## src/rtl/axis_frame_gate_pkg.sv

```systemverilog
// Shared types for the axis_frame_gate frame-capture block.
package axis_frame_gate_pkg;

    typedef enum logic [1:0] {
        ST_IDLE    = 2'd0,
        ST_ARMED   = 2'd1,
        ST_CAPTURE = 2'd2,
        ST_HOLDOFF = 2'd3
    } gate_state_t;

endpackage

```

## src/rtl/axis_frame_gate_trig.sv

```systemverilog
// Level-crossing detector: registered previous sample plus a signed/unsigned
// comparator. trig is combinational on the current sample.
module axis_frame_gate_trig #(
    parameter int    AXIS_TDATA_WIDTH  = 16,
    parameter string AXIS_TDATA_SIGNED = "FALSE"
) (
    input  logic                        aclk,
    input  logic                        aresetn,
    input  logic [AXIS_TDATA_WIDTH-1:0] sample,
    input  logic                        sample_valid,
    input  logic [AXIS_TDATA_WIDTH-1:0] level,
    output logic                        trig
);

    localparam bit IS_SIGNED = (AXIS_TDATA_SIGNED == "TRUE");

    logic [AXIS_TDATA_WIDTH-1:0] prev_r;
    logic                        prev_valid_r;
    logic                        below_s;
    logic                        above_s;

    // Track the most recent accepted sample, free-running across all states.
    always_ff @(posedge aclk or negedge aresetn) begin
        if (!aresetn) begin
            prev_r       <= {AXIS_TDATA_WIDTH{1'b0}};
            prev_valid_r <= 1'b0;
        end else if (sample_valid) begin
            prev_r       <= sample;
            prev_valid_r <= 1'b1;
        end else begin
            prev_r       <= prev_r;
            prev_valid_r <= prev_valid_r;
        end
    end

    // Rising crossing: previous strictly below level, current at or above it.
    always_comb begin
        below_s = 1'b0;
        above_s = 1'b0;
        if (IS_SIGNED) begin
            below_s = $signed(prev_r) < $signed(level);
            above_s = $signed(sample) >= $signed(level);
        end else begin
            below_s = prev_r < level;
            above_s = sample >= level;
        end
        trig = prev_valid_r & below_s & above_s;
    end

endmodule

```

## src/rtl/axis_frame_gate.sv

```systemverilog
// Triggered frame gate for a free-running AXI-Stream sample source.
// Optional macro AXIS_FRAME_GATE_HOLDOFF_EN adds a post-frame holdoff state.
module axis_frame_gate
    import axis_frame_gate_pkg::*;
#(
    parameter int    AXIS_TDATA_WIDTH  = 16,
    parameter int    CNTR_WIDTH        = 16,
    parameter string AXIS_TDATA_SIGNED = "FALSE"
) (
    input  logic                        aclk,
    input  logic                        aresetn,
    input  logic                        cfg_start,
    input  logic                        cfg_abort,
    input  logic [AXIS_TDATA_WIDTH-1:0] cfg_level,
    input  logic [CNTR_WIDTH-1:0]       cfg_frame_len,
    input  logic [CNTR_WIDTH-1:0]       cfg_frame_num,
`ifdef AXIS_FRAME_GATE_HOLDOFF_EN
    input  logic [CNTR_WIDTH-1:0]       cfg_holdoff,
`endif
    output logic                        s_axis_tready,
    input  logic [AXIS_TDATA_WIDTH-1:0] s_axis_tdata,
    input  logic                        s_axis_tvalid,
    input  logic                        m_axis_tready,
    output logic [AXIS_TDATA_WIDTH-1:0] m_axis_tdata,
    output logic                        m_axis_tvalid,
    output logic                        sts_busy,
    output logic                        sts_done,
    output logic [CNTR_WIDTH-1:0]       sts_frames,
    output logic                        sts_overrun
);

    localparam logic [CNTR_WIDTH-1:0] CNT_ZERO = {CNTR_WIDTH{1'b0}};
    localparam logic [CNTR_WIDTH-1:0] CNT_ONE  = {{(CNTR_WIDTH-1){1'b0}}, 1'b1};

    gate_state_t                 state_r;
    gate_state_t                 after_frame_s;
    logic [CNTR_WIDTH-1:0]       len_r;
    logic [CNTR_WIDTH-1:0]       num_r;
    logic [CNTR_WIDTH-1:0]       cnt_r;
    logic [AXIS_TDATA_WIDTH-1:0] level_r;
    logic                        trig_s;
    logic                        fwd_s;
    logic                        eof_s;
    logic                        last_frame_s;
`ifdef AXIS_FRAME_GATE_HOLDOFF_EN
    logic [CNTR_WIDTH-1:0]       holdoff_r;
    logic [CNTR_WIDTH-1:0]       hold_cnt_r;
`endif

    assign s_axis_tready = 1'b1;

    axis_frame_gate_trig #(
        .AXIS_TDATA_WIDTH  (AXIS_TDATA_WIDTH),
        .AXIS_TDATA_SIGNED (AXIS_TDATA_SIGNED)
    ) u_trig (
        .aclk         (aclk),
        .aresetn      (aresetn),
        .sample       (s_axis_tdata),
        .sample_valid (s_axis_tvalid),
        .level        (level_r),
        .trig         (trig_s)
    );

    // Forward/end-of-frame decode; cnt_r is 0 while ARMED so len==1 ends the frame on the trigger sample.
    always_comb begin
        fwd_s         = 1'b0;
        after_frame_s = ST_ARMED;
        case (state_r)
            ST_ARMED:   fwd_s = s_axis_tvalid & trig_s;
            ST_CAPTURE: fwd_s = s_axis_tvalid;
            default:    fwd_s = 1'b0;
        endcase
        eof_s        = fwd_s & ((cnt_r + CNT_ONE) == len_r);
        last_frame_s = (sts_frames + CNT_ONE) == num_r;
`ifdef AXIS_FRAME_GATE_HOLDOFF_EN
        if (holdoff_r != CNT_ZERO) begin
            after_frame_s = ST_HOLDOFF;
        end else begin
            after_frame_s = ST_ARMED;
        end
`endif
    end

    // Main FSM with registered stream and status outputs; abort has top priority.
    always_ff @(posedge aclk or negedge aresetn) begin
        if (!aresetn) begin
            state_r       <= ST_IDLE;
            len_r         <= CNT_ZERO;
            num_r         <= CNT_ZERO;
            cnt_r         <= CNT_ZERO;
            level_r       <= {AXIS_TDATA_WIDTH{1'b0}};
            m_axis_tdata  <= {AXIS_TDATA_WIDTH{1'b0}};
            m_axis_tvalid <= 1'b0;
            sts_busy      <= 1'b0;
            sts_done      <= 1'b0;
            sts_frames    <= CNT_ZERO;
            sts_overrun   <= 1'b0;
`ifdef AXIS_FRAME_GATE_HOLDOFF_EN
            holdoff_r     <= CNT_ZERO;
            hold_cnt_r    <= CNT_ZERO;
`endif
        end else begin
            sts_done      <= 1'b0;
            m_axis_tvalid <= 1'b0;
            if (m_axis_tvalid && !m_axis_tready) begin
                sts_overrun <= 1'b1;
            end
            if (cfg_abort) begin
                state_r  <= ST_IDLE;
                sts_busy <= 1'b0;
                cnt_r    <= CNT_ZERO;
            end else begin
                case (state_r)
                    ST_IDLE: begin
                        if (cfg_start) begin
                            len_r       <= cfg_frame_len;
                            num_r       <= cfg_frame_num;
                            level_r     <= cfg_level;
                            cnt_r       <= CNT_ZERO;
                            sts_frames  <= CNT_ZERO;
                            sts_overrun <= 1'b0;
`ifdef AXIS_FRAME_GATE_HOLDOFF_EN
                            holdoff_r   <= cfg_holdoff;
                            hold_cnt_r  <= CNT_ZERO;
`endif
                            if ((cfg_frame_len == CNT_ZERO) || (cfg_frame_num == CNT_ZERO)) begin
                                sts_done <= 1'b1;
                            end else begin
                                state_r  <= ST_ARMED;
                                sts_busy <= 1'b1;
                            end
                        end
                    end
                    ST_ARMED, ST_CAPTURE: begin
                        if (fwd_s) begin
                            m_axis_tvalid <= 1'b1;
                            m_axis_tdata  <= s_axis_tdata;
                            if (eof_s) begin
                                sts_frames <= sts_frames + CNT_ONE;
                                cnt_r      <= CNT_ZERO;
                                if (last_frame_s) begin
                                    state_r  <= ST_IDLE;
                                    sts_busy <= 1'b0;
                                    sts_done <= 1'b1;
                                end else begin
                                    state_r <= after_frame_s;
                                end
                            end else begin
                                cnt_r   <= cnt_r + CNT_ONE;
                                state_r <= ST_CAPTURE;
                            end
                        end
                    end
`ifdef AXIS_FRAME_GATE_HOLDOFF_EN
                    ST_HOLDOFF: begin
                        if (s_axis_tvalid) begin
                            if ((hold_cnt_r + CNT_ONE) == holdoff_r) begin
                                hold_cnt_r <= CNT_ZERO;
                                state_r    <= ST_ARMED;
                            end else begin
                                hold_cnt_r <= hold_cnt_r + CNT_ONE;
                            end
                        end
                    end
`endif
                    default: begin
                        state_r  <= ST_IDLE;
                        sts_busy <= 1'b0;
                    end
                endcase
            end
        end
    end

endmodule

```

## config.mk

```make
export PLATFORM = sky130hd
export DESIGN_NAME = axis_frame_gate
export DESIGN_NICKNAME = d
export VERILOG_FILES = /design/src/rtl/axis_frame_gate_pkg.sv /design/src/rtl/axis_frame_gate_trig.sv /design/src/rtl/axis_frame_gate.sv
export SDC_FILE = /design/constraint.sdc
export NUM_CORES = 1
export LEC_CHECK = 0
export ABC_AREA = 1
export ABC_CLOCK_PERIOD_IN_PS = 3350
export CAP_MARGIN = 5
export CORE_UTILIZATION = 25
export CTS_BUF_LIST = sky130_fd_sc_hd__clkbuf_4 sky130_fd_sc_hd__clkbuf_8
export DETAILED_ROUTE_END_ITERATION = 6
export MAX_ROUTING_LAYER = met4
export PLACE_DENSITY = 0.45
export SLEW_MARGIN = 15
export SYNTH_ARGS = -nofsm -noshare
export SYNTH_HDL_FRONTEND = slang
export SYNTH_SLANG_ARGS = --single-unit
```

## constraint.sdc

```tcl
create_clock -name aclk -period 3.35 [get_ports aclk]
set_input_delay 0.8375 -clock aclk [delete_from_list [all_inputs] [get_ports aclk]]
set_output_delay 0.8375 -clock aclk [all_outputs]
set_load 0.1 [all_outputs]
```

### After elaboration in Yosys (flattened, before gate mapping)

Index checks and enable logic that the tools add are counted.

* add/sub/neg operators: 2
* magnitude comparators: 2
* eq/ne operators: 12
* multiplexer cells: 37
* bitwise gates (word level): 5
* reductions and logical operators: 15

Operator list (number)
* $mux 16: 6
* $pmux 16 s2: 2
* $add 16x1->16 const B: 2
* $eq 16x16->1: 2
* $logic_not 16->1: 2
* $mux 1: 20
* $ge 16x16->1: 1
* $lt 16x16->1: 1
* $ne 3x3->1 const B: 5
* $reduce_and 3->1: 4
* $mux 2: 5
* $reduce_and 5->1: 2
* $ne 2x2->1 const B: 3
* $pmux 1 s2: 3
* $and 1x1->1: 4
* $pmux 2 s2: 1
* $reduce_bool 3->1: 1
* $eq 2x1->1 const B: 1
* $eq 2x2->1 const B: 1
* $logic_not 2->1: 1
* $reduce_bool 2->1: 1
* $reduce_or 2->1: 1
* $logic_and 1x1->1: 1
* $logic_not 1->1: 1
* other kinds (2): 2

* flip-flop bits (word level): 119
* input port bits: 70
* output and inout bits: 37
* word-level logic and storage cells: 86

### Logic depth before layout (Yosys ltp)

Gate-level depths: netlist of run 1.

* depth after elaboration: 10
* depth in mapped cells: 20
* depth with buffers taken out: 20

### Cells and area by module

Synthesis of run 1 repeated with hierarchy kept, for this count alone.

* cells, all modules: 1014
* area total of the unflattened synthesis: 7363.3 µm²

By module, submodules not included
* axis_frame_gate: instances 1, cells an instance 816, area an instance 5926.9 µm², seq. area each 2552.4 µm²
* axis_frame_gate_trig: instances 1, cells an instance 198, area an instance 1436.4 µm², seq. area each 425.4 µm²

### Least setup slack after synthesis of run 1

Ideal clock, no wire load.

* path kind: register to register
* start point: register sts_frames[0]
* end point: register sts_busy
* setup time: 0.122 ns
* arrival: 2.674 ns
* required time: 3.228 ns
* path slack: 0.554 ns
* stages on the path, launching flop included: 19
* path buffers: 0
* period minus slack after synthesis: 2.796 ns
* cell sequence: dfrtp_1 > ha_1 > inv_1 > nor2_1 > nand2_1 > nand2_1 > nand2_1 > nand2_1 > nand2_1 > inv_1 > nand3_1 > nor2_1 > nand3_1 > nor2_1 > nor2_1 > nor2_1 > nand2_1 > nand2_1 > nand2_1

* word-level cells in the longest chain between the ends: 4

Ends and longest elaborated chain
* from (decl): RTL line axis_frame_gate.sv:28 `output logic [CNTR_WIDTH-1:0] sts_frames,`
* from (signal assigned): RTL line axis_frame_gate.sv:139 `sts_frames <= sts_frames + CNT_ONE;`
* $add 16x1->16: RTL line axis_frame_gate.sv:74 `last_frame_s = (sts_frames + CNT_ONE) == num_r;`
* $eq 16x16->1: RTL line axis_frame_gate.sv:74
* $ne 3x3->1 (no source line)
* $reduce_and 5->1 (no source line)
* to (signal assigned): RTL line axis_frame_gate.sv:94 `sts_busy <= 1'b0;`
* to (signal assigned): RTL line axis_frame_gate.sv:110 `sts_busy <= 1'b0;`
* to (signal assigned): RTL line axis_frame_gate.sv:130 `sts_busy <= 1'b1;`
* to (decl): RTL line axis_frame_gate.sv:26 `output logic sts_busy,`

Every way passes these cells.
A chain may end at the register's enable or synchronous reset.

### Final worst setup path of run 1

* start point: input s_axis_tdata[7]
* end point: register cnt_r[7]

* word-level cells in the longest chain between the ends: 9
* elaborated cells between the ends (all ways): 11
* classes of those cells: order compare: 1; eq/ne: 1; mux: 5; bitwise: 3; reduce/logical: 1

Ends and longest elaborated chain
* from (decl): RTL line axis_frame_gate.sv:21 `input logic [AXIS_TDATA_WIDTH-1:0] s_axis_tdata,`
* $ge 16x16->1 (*): RTL line axis_frame_gate_trig.sv:45 `above_s = sample >= level;`
* $and 1x1->1 (*): RTL line axis_frame_gate_trig.sv:47 `trig = prev_valid_r & below_s & above_s;`
* $and 1x1->1 (*): RTL line axis_frame_gate.sv:69 `ST_ARMED: fwd_s = s_axis_tvalid & trig_s;`
* $pmux 1 s2 (*): RTL line axis_frame_gate.sv:68 `case (state_r)`
* $and 1x1->1: RTL line axis_frame_gate.sv:73 `eof_s = fwd_s & ((cnt_r + CNT_ONE) == len_r);`
* $mux 16: RTL line axis_frame_gate.sv:138 `if (eof_s) begin`
* $mux 16: RTL line axis_frame_gate.sv:135 `if (fwd_s) begin`
* $pmux 16 s2: RTL line axis_frame_gate.sv:113 `case (state_r)`
* $mux 16: RTL line axis_frame_gate.sv:108 `if (cfg_abort) begin`
* to (signal assigned): RTL line axis_frame_gate.sv:149 `cnt_r <= cnt_r + CNT_ONE;`
* to (decl): RTL line axis_frame_gate.sv:39 `logic [CNTR_WIDTH-1:0] cnt_r;`

Mark *: on every way between the ends. The rest lies on a longest branch, timed or not. The select of a mux whose other input is x is not followed.

==> results of run 1 <==
## state kept, by name, summed over array words and instances (netlist names)
name,flops
m_axis_tdata,16
level_r,16
u_trig.prev_valid_r,1
sts_busy,1
num_r,16
sts_overrun,1
state_r,2
u_trig.prev_r,16
m_axis_tvalid,1
len_r,16
sts_frames,16
cnt_r,16
sts_done,1
## final cells by class
cell class                 instances  area [um^2]
antenna                            1        2.502
clock buffer                      17        234.0
clock inverter                    15        168.9
fill                            3164        19420
inverter                         106        397.9
multi-input combinational        758         3804
sequential                       119         2978
tap                              384        480.5
timing repair buffer             133         1219
## power groups by stage
stage          Sequential [W]  Clock, W  Combinational, W
2_1_floorplan         0.00269         0           0.00165
3_3_place_gp          0.00213         0           0.00312
3_5_place_dp          0.00213         0           0.00313
4_1_cts               0.00211   0.00144           0.00315
5_1_grt               0.00216   0.00150           0.00347
6_report              0.00210   0.00138           0.00310
## Yosys cell counts, drive strengths merged, types with 2 or more instances
cell / count
inv: 105
nand3b: 15
buf: 8
clkbuf: 17
mux2: 14
nand3: 85
nor3: 7
dfrtp: 119
ha: 37
a21oi: 49
xor2: 6
nor4: 8
xnor2: 5
o21ai: 19
nor2: 119
or2: 2
o21bai: 10
nand4: 16
nand2: 361
## per-layer routing
layer	part of all wire	wire, um	GRT usage	up-vias
li1	-	-	-	3476
met1	0.49	10750	0.2059	3088
met2	0.46	9987	0.2424	101
met3	0.037	801	0.03342	7
met4	0.0083	180	0.03761	0
met5	0	0	-	-
## through the flow
stage	TNS, ns	util	instance area, um^2
global route	0	0.3235	9284
global placement	-3.345	0.3093	8879
floorplan	0	-	7289
detailed placement	-3.560	0.3093	8879
finish	0	0.3235	9284
CTS	0	0.3234	9281
## cells by family (layout without fill, tap and decap cells)
family | Yosys count | in the layout | share of synthesized area
buffers and inverters | 131 | 271 | 0.07072
AOI/OAI and AO/OA | 79 | 79 | 0.06214
other | 1 | 2 | 0.0005144
adders and majority gates | 37 | 37 | 0.06351
and+or+nand+nor | 615 | 615 | 0.3567
muxes | 14 | 14 | 0.02163
DFF | 119 | 119 | 0.4085
xor gates and xnor gates | 12 | 12 | 0.01631
## worst register-to-register path, cell delays in order, from the launching register on
cell	delay, ns
dfrtp_1	0.51
ha_1	0.28
inv_1	0.09
nor2_1	0.41
nand2_1	0.15
nand2_1	0.12
nand2_1	0.06
nand2_1	0.05
nand2_1	0.04
inv_1	0.10
nand3_1	0.09
nor2_1	0.09
nand3_1	0.09
nor2_1	0.15
nor2_1	0.06
nor2_1	0.13
nand2_1	0.06
nand2_1	0.06
nand2_1	0.04
## how the worst max path moves through the flow
| stage | from | to |
|---|---|---|
| after floorplan | sts_frames[0]$_DFFE_PN0P_ | sts_busy$_DFFE_PN0P_ |
| after global placement | s_axis_tdata[7] | cnt_r[2]$_DFFE_PN0P_ |
| after detailed placement | s_axis_tdata[7] | cnt_r[1]$_DFFE_PN0P_ |
| after CTS | s_axis_tdata[7] | cnt_r[2]$_DFFE_PN0P_ |
| after global routing | s_axis_tdata[5] | cnt_r[15]$_DFFE_PN0P_ |
| final | s_axis_tdata[7] | cnt_r[7]$_DFFE_PN0P_ |
==> impl_metrics.toml, run 1 <==
[cells_and_area]
final_nets = 1242
final_common_cell = "nand2_1"
drive_above_1_share = 0.1176
final-instance-count-excl-fill = 1533
syn2layout_area_growth_pct = 27.36
layout_common_cells = "356 x nand2_1, 119 x dfrtp_1, 112 x nor2_1, 103 x inv_1, 85 x nand3_1"

[die]
dieArea_um2 = 29840
ios = 107
die_y_um = 172.8
die_w_um = 172.8
fp-row-count = 62
core_um2 = 28700
start_util = 0.2540

[route]
antenna_left = 0
drt-total-wl_um = 21720
drc = 0
first_pass_iters = 6
wire_per_inst_um = 14.17
drt_iter0_drc = 363
viasPerCell = 4.352
via_count = 6672

[place]
dp_slack_ns = -0.1514
dp_cells = 1500
dp_hpwl_um = 16320
gp_congestion = 0.8579
io_buffers = 105

[sta]
slew-limit-headroom = 0.5307
period_share = 0.9110
rsz0062_at_grt = "false"
finalHoldViolCount = 0
setup_viol = 0
finClkSkew_ns = 0.02060
whs_ns = 0.3864
worst_pin_slew_ns = 0.7032
layout_setup_ws_ns = 0.2981
finalCriticalPeriod_ns = 3.052
fmax_mhz = 327.7
finalMaxSlewViolations = 0

[logic_synthesis]
netlist_instances = 1008
async_reset_ff_frac = 1.000
synth-seq-cells = 119
synth_area_um2 = 7289
synth_top_cell_by_area = "dfrtp_1"
avgSynthCellArea_um2 = 7.232
ys_types = 38
yosysWarnings = 0
synth_top_flop_cell = "dfrtp_1"
synthTopCellsByArea = "dfrtp_1 41%, nand2_1 18%, ha_1 6.4%, nand3_1 5.8%, nor2_1 5.8%"
yosysSeqAreaShare = 0.4085
synth_top_area_share = 0.4085
synth-edff-count = 0
syn-num-nets = 1115

[setup_path]
reg2reg_depth = 18
cp_num_buf_inv = 1
cp-end-kind = "flop"
cp_cell_sequence = "clkdlybuf4s50_1 -> ha_1 -> a21o_1 -> nor2_1 -> nand2_1 -> nand2_1 -> nand2_1 -> nor2_1 -> o21bai_1 -> nand3_1 -> nor2_1 -> nor2_2 -> nand3_1 -> nand2_1"
critPathMaxFanout = 16
crit_cells = 14
critPathSlowestCell = "nor2_2"
worstPathArrival_ns = 3.43
cpMostUsedCell = "nand2_1"
reg2reg_from = "sts_frames[0]$_DFFE_PN0P_"
path_class = "primary input to flop"
r2r_end = "sts_busy$_DFFE_PN0P_"
rrSetupSlack_ns = 0.66
start_kind = "primary input"
crit_family = "simple AND/OR/NAND/NOR gates"
cpPeakStageDelay_ns = 0.55
cp_data_required_time_ns = 3.73

[clock_network]
cts_buffer_depth = 2
cts_buffers = 17
cts_tree = "done"
post_cts_resize_count = 0
cts-root-buf = "clkbuf_8"
post_cts_buffers = 0
clock_sinks = 119
clk_latency_ns = 0.44
cts_max_level = 4
clk_pin_slew_ns = 0.08
holdBufCountCts = 0

[power_and_ir_drop]
intPower_w = 0.003522
p_clk_frac = 0.210
ir_worst_vdd_uv = 430.9
p_leak_nw = 4.709
finalPower_w = 0.006585
swShare = 0.4651
switchingPower_w = 0.003063
power_density_nw_per_um2 = 709.3
pwr-share-seq = 0.319
power_frac_comb = 0.471

[outcome]
outcome = "finished clean"

[worst_hold_path]
hold_class = "primary input to async pin"

[grt]
grt_usage = 0.1558
grt_pass1_wl_um = 35470
grt_antenna_before_repair = 1
grt_pass1_vias = 6513
grt_overflow = 0
grt_max_degree = 40

[flow_run]
drv_cap = 0
Power figures use the tool's default switching activity.
==> run 2, diff against run 1 <==
ABC_CLOCK_PERIOD_IN_PS = default   (was 3350)
==> results of run 2 <==
Same layout as run 1: the final DEF is identical, and so are final timing and power.
==> run 3, diff against run 2 <==
clock period = 3 ns   (was 3.35 ns; I/O delays follow)
==> run 3 against run 2 <==
Against the previous run:
- sequential cell count is the same
- first-iteration DRC count fell by 15%
- wire length is 0.19% higher
- cell count up 0.85%
- sequential power grew 11%
- global-route usage decreased by 0.13 points
- die area unchanged
- sequential share of layout area is 0.48 points lower
- non-clock buffer count grew 13
- clock-buffer cell count up 1
- hold slack worse by 0.14 ns
- cell area rose by 1.5%
- critical endpoint is now cnt_r[11]$_DFFE_PN0P_
- largest power group unchanged
==> impl_metrics.toml, run 3 (synthesis gave the netlist of run 1 again) <==
[place]
gp_congestion = 0.8550
dp_slack_ns = -0.4223
dp_hpwl_um = 16350
io_buffers = 105

[die]
start_util = 0.2540
die_y_um = 172.8
ios = 107
dieArea_um2 = 29840
die_w_um = 172.8
core_um2 = 28700
fp-row-count = 62

[clock_network]
post_cts_buffers = 0
clk_pin_slew_ns = 0.08
clk_latency_ns = 0.45
cts-root-buf = "clkbuf_8"
holdBufCountCts = 0
cts_buffer_depth = 2
cts_tree = "done"
cts_buffers = 17
clock_sinks = 119
cts_max_level = 4

[route]
first_pass_iters = 5
via_count = 6790
drt-total-wl_um = 21760
viasPerCell = 4.392
drt_iter0_drc = 307
drc = 0
wire_per_inst_um = 14.07
antenna_left = 0

[grt]
grt_antenna_before_repair = 1
grt_pass1_wl_um = 35360
use_met2 = 0.2446
grtUsageMet1 = 0.2006
grt_pass1_vias = 6631
grt_max_degree = 47
grt_usage = 0.1546
grt.busiest_layer = "met2"
use_met3 = 0.03210
grt_overflow = 0

[cells_and_area]
final_nets = 1255
syn2layout_area_growth_pct = 29.30
final_common_cell = "nand2_1"
layout_common_cells = "356 x nand2_1, 119 x dfrtp_1, 111 x nor2_1, 103 x inv_1, 84 x nand3_1"
drive_above_1_share = 0.1301

[power_and_ir_drop]
ir_worst_vdd_uv = 499.8
finalPower_w = 0.007411
p_leak_nw = 4.796
power_density_nw_per_um2 = 786.3

[worst_hold_path]
hold_class = "primary input to async pin"

[setup_path]
path_class = "primary input to flop"
critPathMaxFanout = 8
start_kind = "primary input"
worstPathArrival_ns = 3.19
cp_data_required_time_ns = 3.38
cp-end-kind = "flop"

[sta]
slew-limit-headroom = 0.5675
whs_ns = 0.2489
finClkSkew_ns = 0.01760
finalMaxSlewViolations = 0
fmax_mhz = 356.2
rsz0062_at_grt = "false"
setup_viol = 0
worst_pin_slew_ns = 0.6480
setup-tns-final_ns = 0
finalHoldViolCount = 0
period_share = 0.9357
layout_setup_ws_ns = 0.1929
finalCriticalPeriod_ns = 2.807

[outcome]
outcome = "finished clean"

[flow_run]
drv_cap = 0
[run 3: cell count changes in the layout (fill, tap and decap cells not counted), sizes merged, moves of 2 or more]
| cell | change |
|---|---|
| clkinv | +2 |
| clkinvlp | -2 |
| bufinv | -2 |
| buf | +13 |
[run 3: layout make-up]
type                    count  area [um^2]
fillers                  3170        19280
inverters                 106        397.9
clock inverters            14        112.6
clock buffers              18        247.7
multi-input cells         758         3836
well taps                 384        480.5
flip-flops and latches    119         2978
diodes                      1        2.502
repair buffers            146         1370
[run 3: what timing repair did]
item | CTS | global route
resized for setup | 0 | 8
setup endpoints to repair | 0 | 34
hold endpoints to repair | 0 | 0
[run 3: metrics by stage]
step	util	std cells	area [um^2]
after floorplan	-	1008	7289
after global placement	0.3142	1512	9019
after detailed placement	0.3142	1512	9019
after CTS	0.3268	1544	9379
after global routing	0.3284	1546	9425
final	0.3284	1546	9425
[run 3: power breakdown]
group,leakage [nW],total (W),switching [W],internal [W]
registers,1.48,0.00234,0.000282,0.00206
logic,3.14,0.00368,0.00243,0.00125
clock network,0.182,0.00139,0.000776,0.000611
total,4.80,0.00741,0.00349,0.00392
[run 3: per-layer routing]
layer	share of wire	vias up
met2	0.46	118
met5	0	-
met3	0.042	12
met4	0.0094	0
met1	0.49	3150
li1	-	3510
[run 3: path summary, 6_finish.rpt]
check / startpoint / end / depth (start not counted) / slack (ns)
worst max-delay path: s_axis_tdata[15] / cnt_r[11]$_DFFE_PN0P_ / 16 / 0.19
worst min register to register: u_trig.prev_valid_r$_DFFE_PN0P_ / u_trig.prev_valid_r$_DFFE_PN0P_ / 2 / 0.47
worst max register to register: cnt_r[0]$_DFFE_PN0P_ / sts_frames[13]$_DFFE_PN0P_ / 13 / 0.32
max in group asynchronous: aresetn / m_axis_tvalid$_DFF_PN0_ / 2 / 2.12
min in group aclk: u_trig.prev_valid_r$_DFFE_PN0P_ / u_trig.prev_valid_r$_DFFE_PN0P_ / 2 / 0.47
worst min-delay path: aresetn / sts_frames[9]$_DFFE_PN0P_ / 1 / 0.25
[run 3: worst max-delay path, stage by stage]
cell and delay (ns):
clkdlybuf4s50_1 0.48, ha_1 0.33, nand2_1 0.07, nor2_1 0.13, nand2_1 0.09, inv_1 0.06, nand2_1 0.05, nand2_1 0.06
nor2_1 0.04, o21bai_1 0.18, nand3_2 0.13, buf_4 0.19, a21oi_4 0.17, buf_2 0.27, nand3_1 0.11, nand2_1 0.08
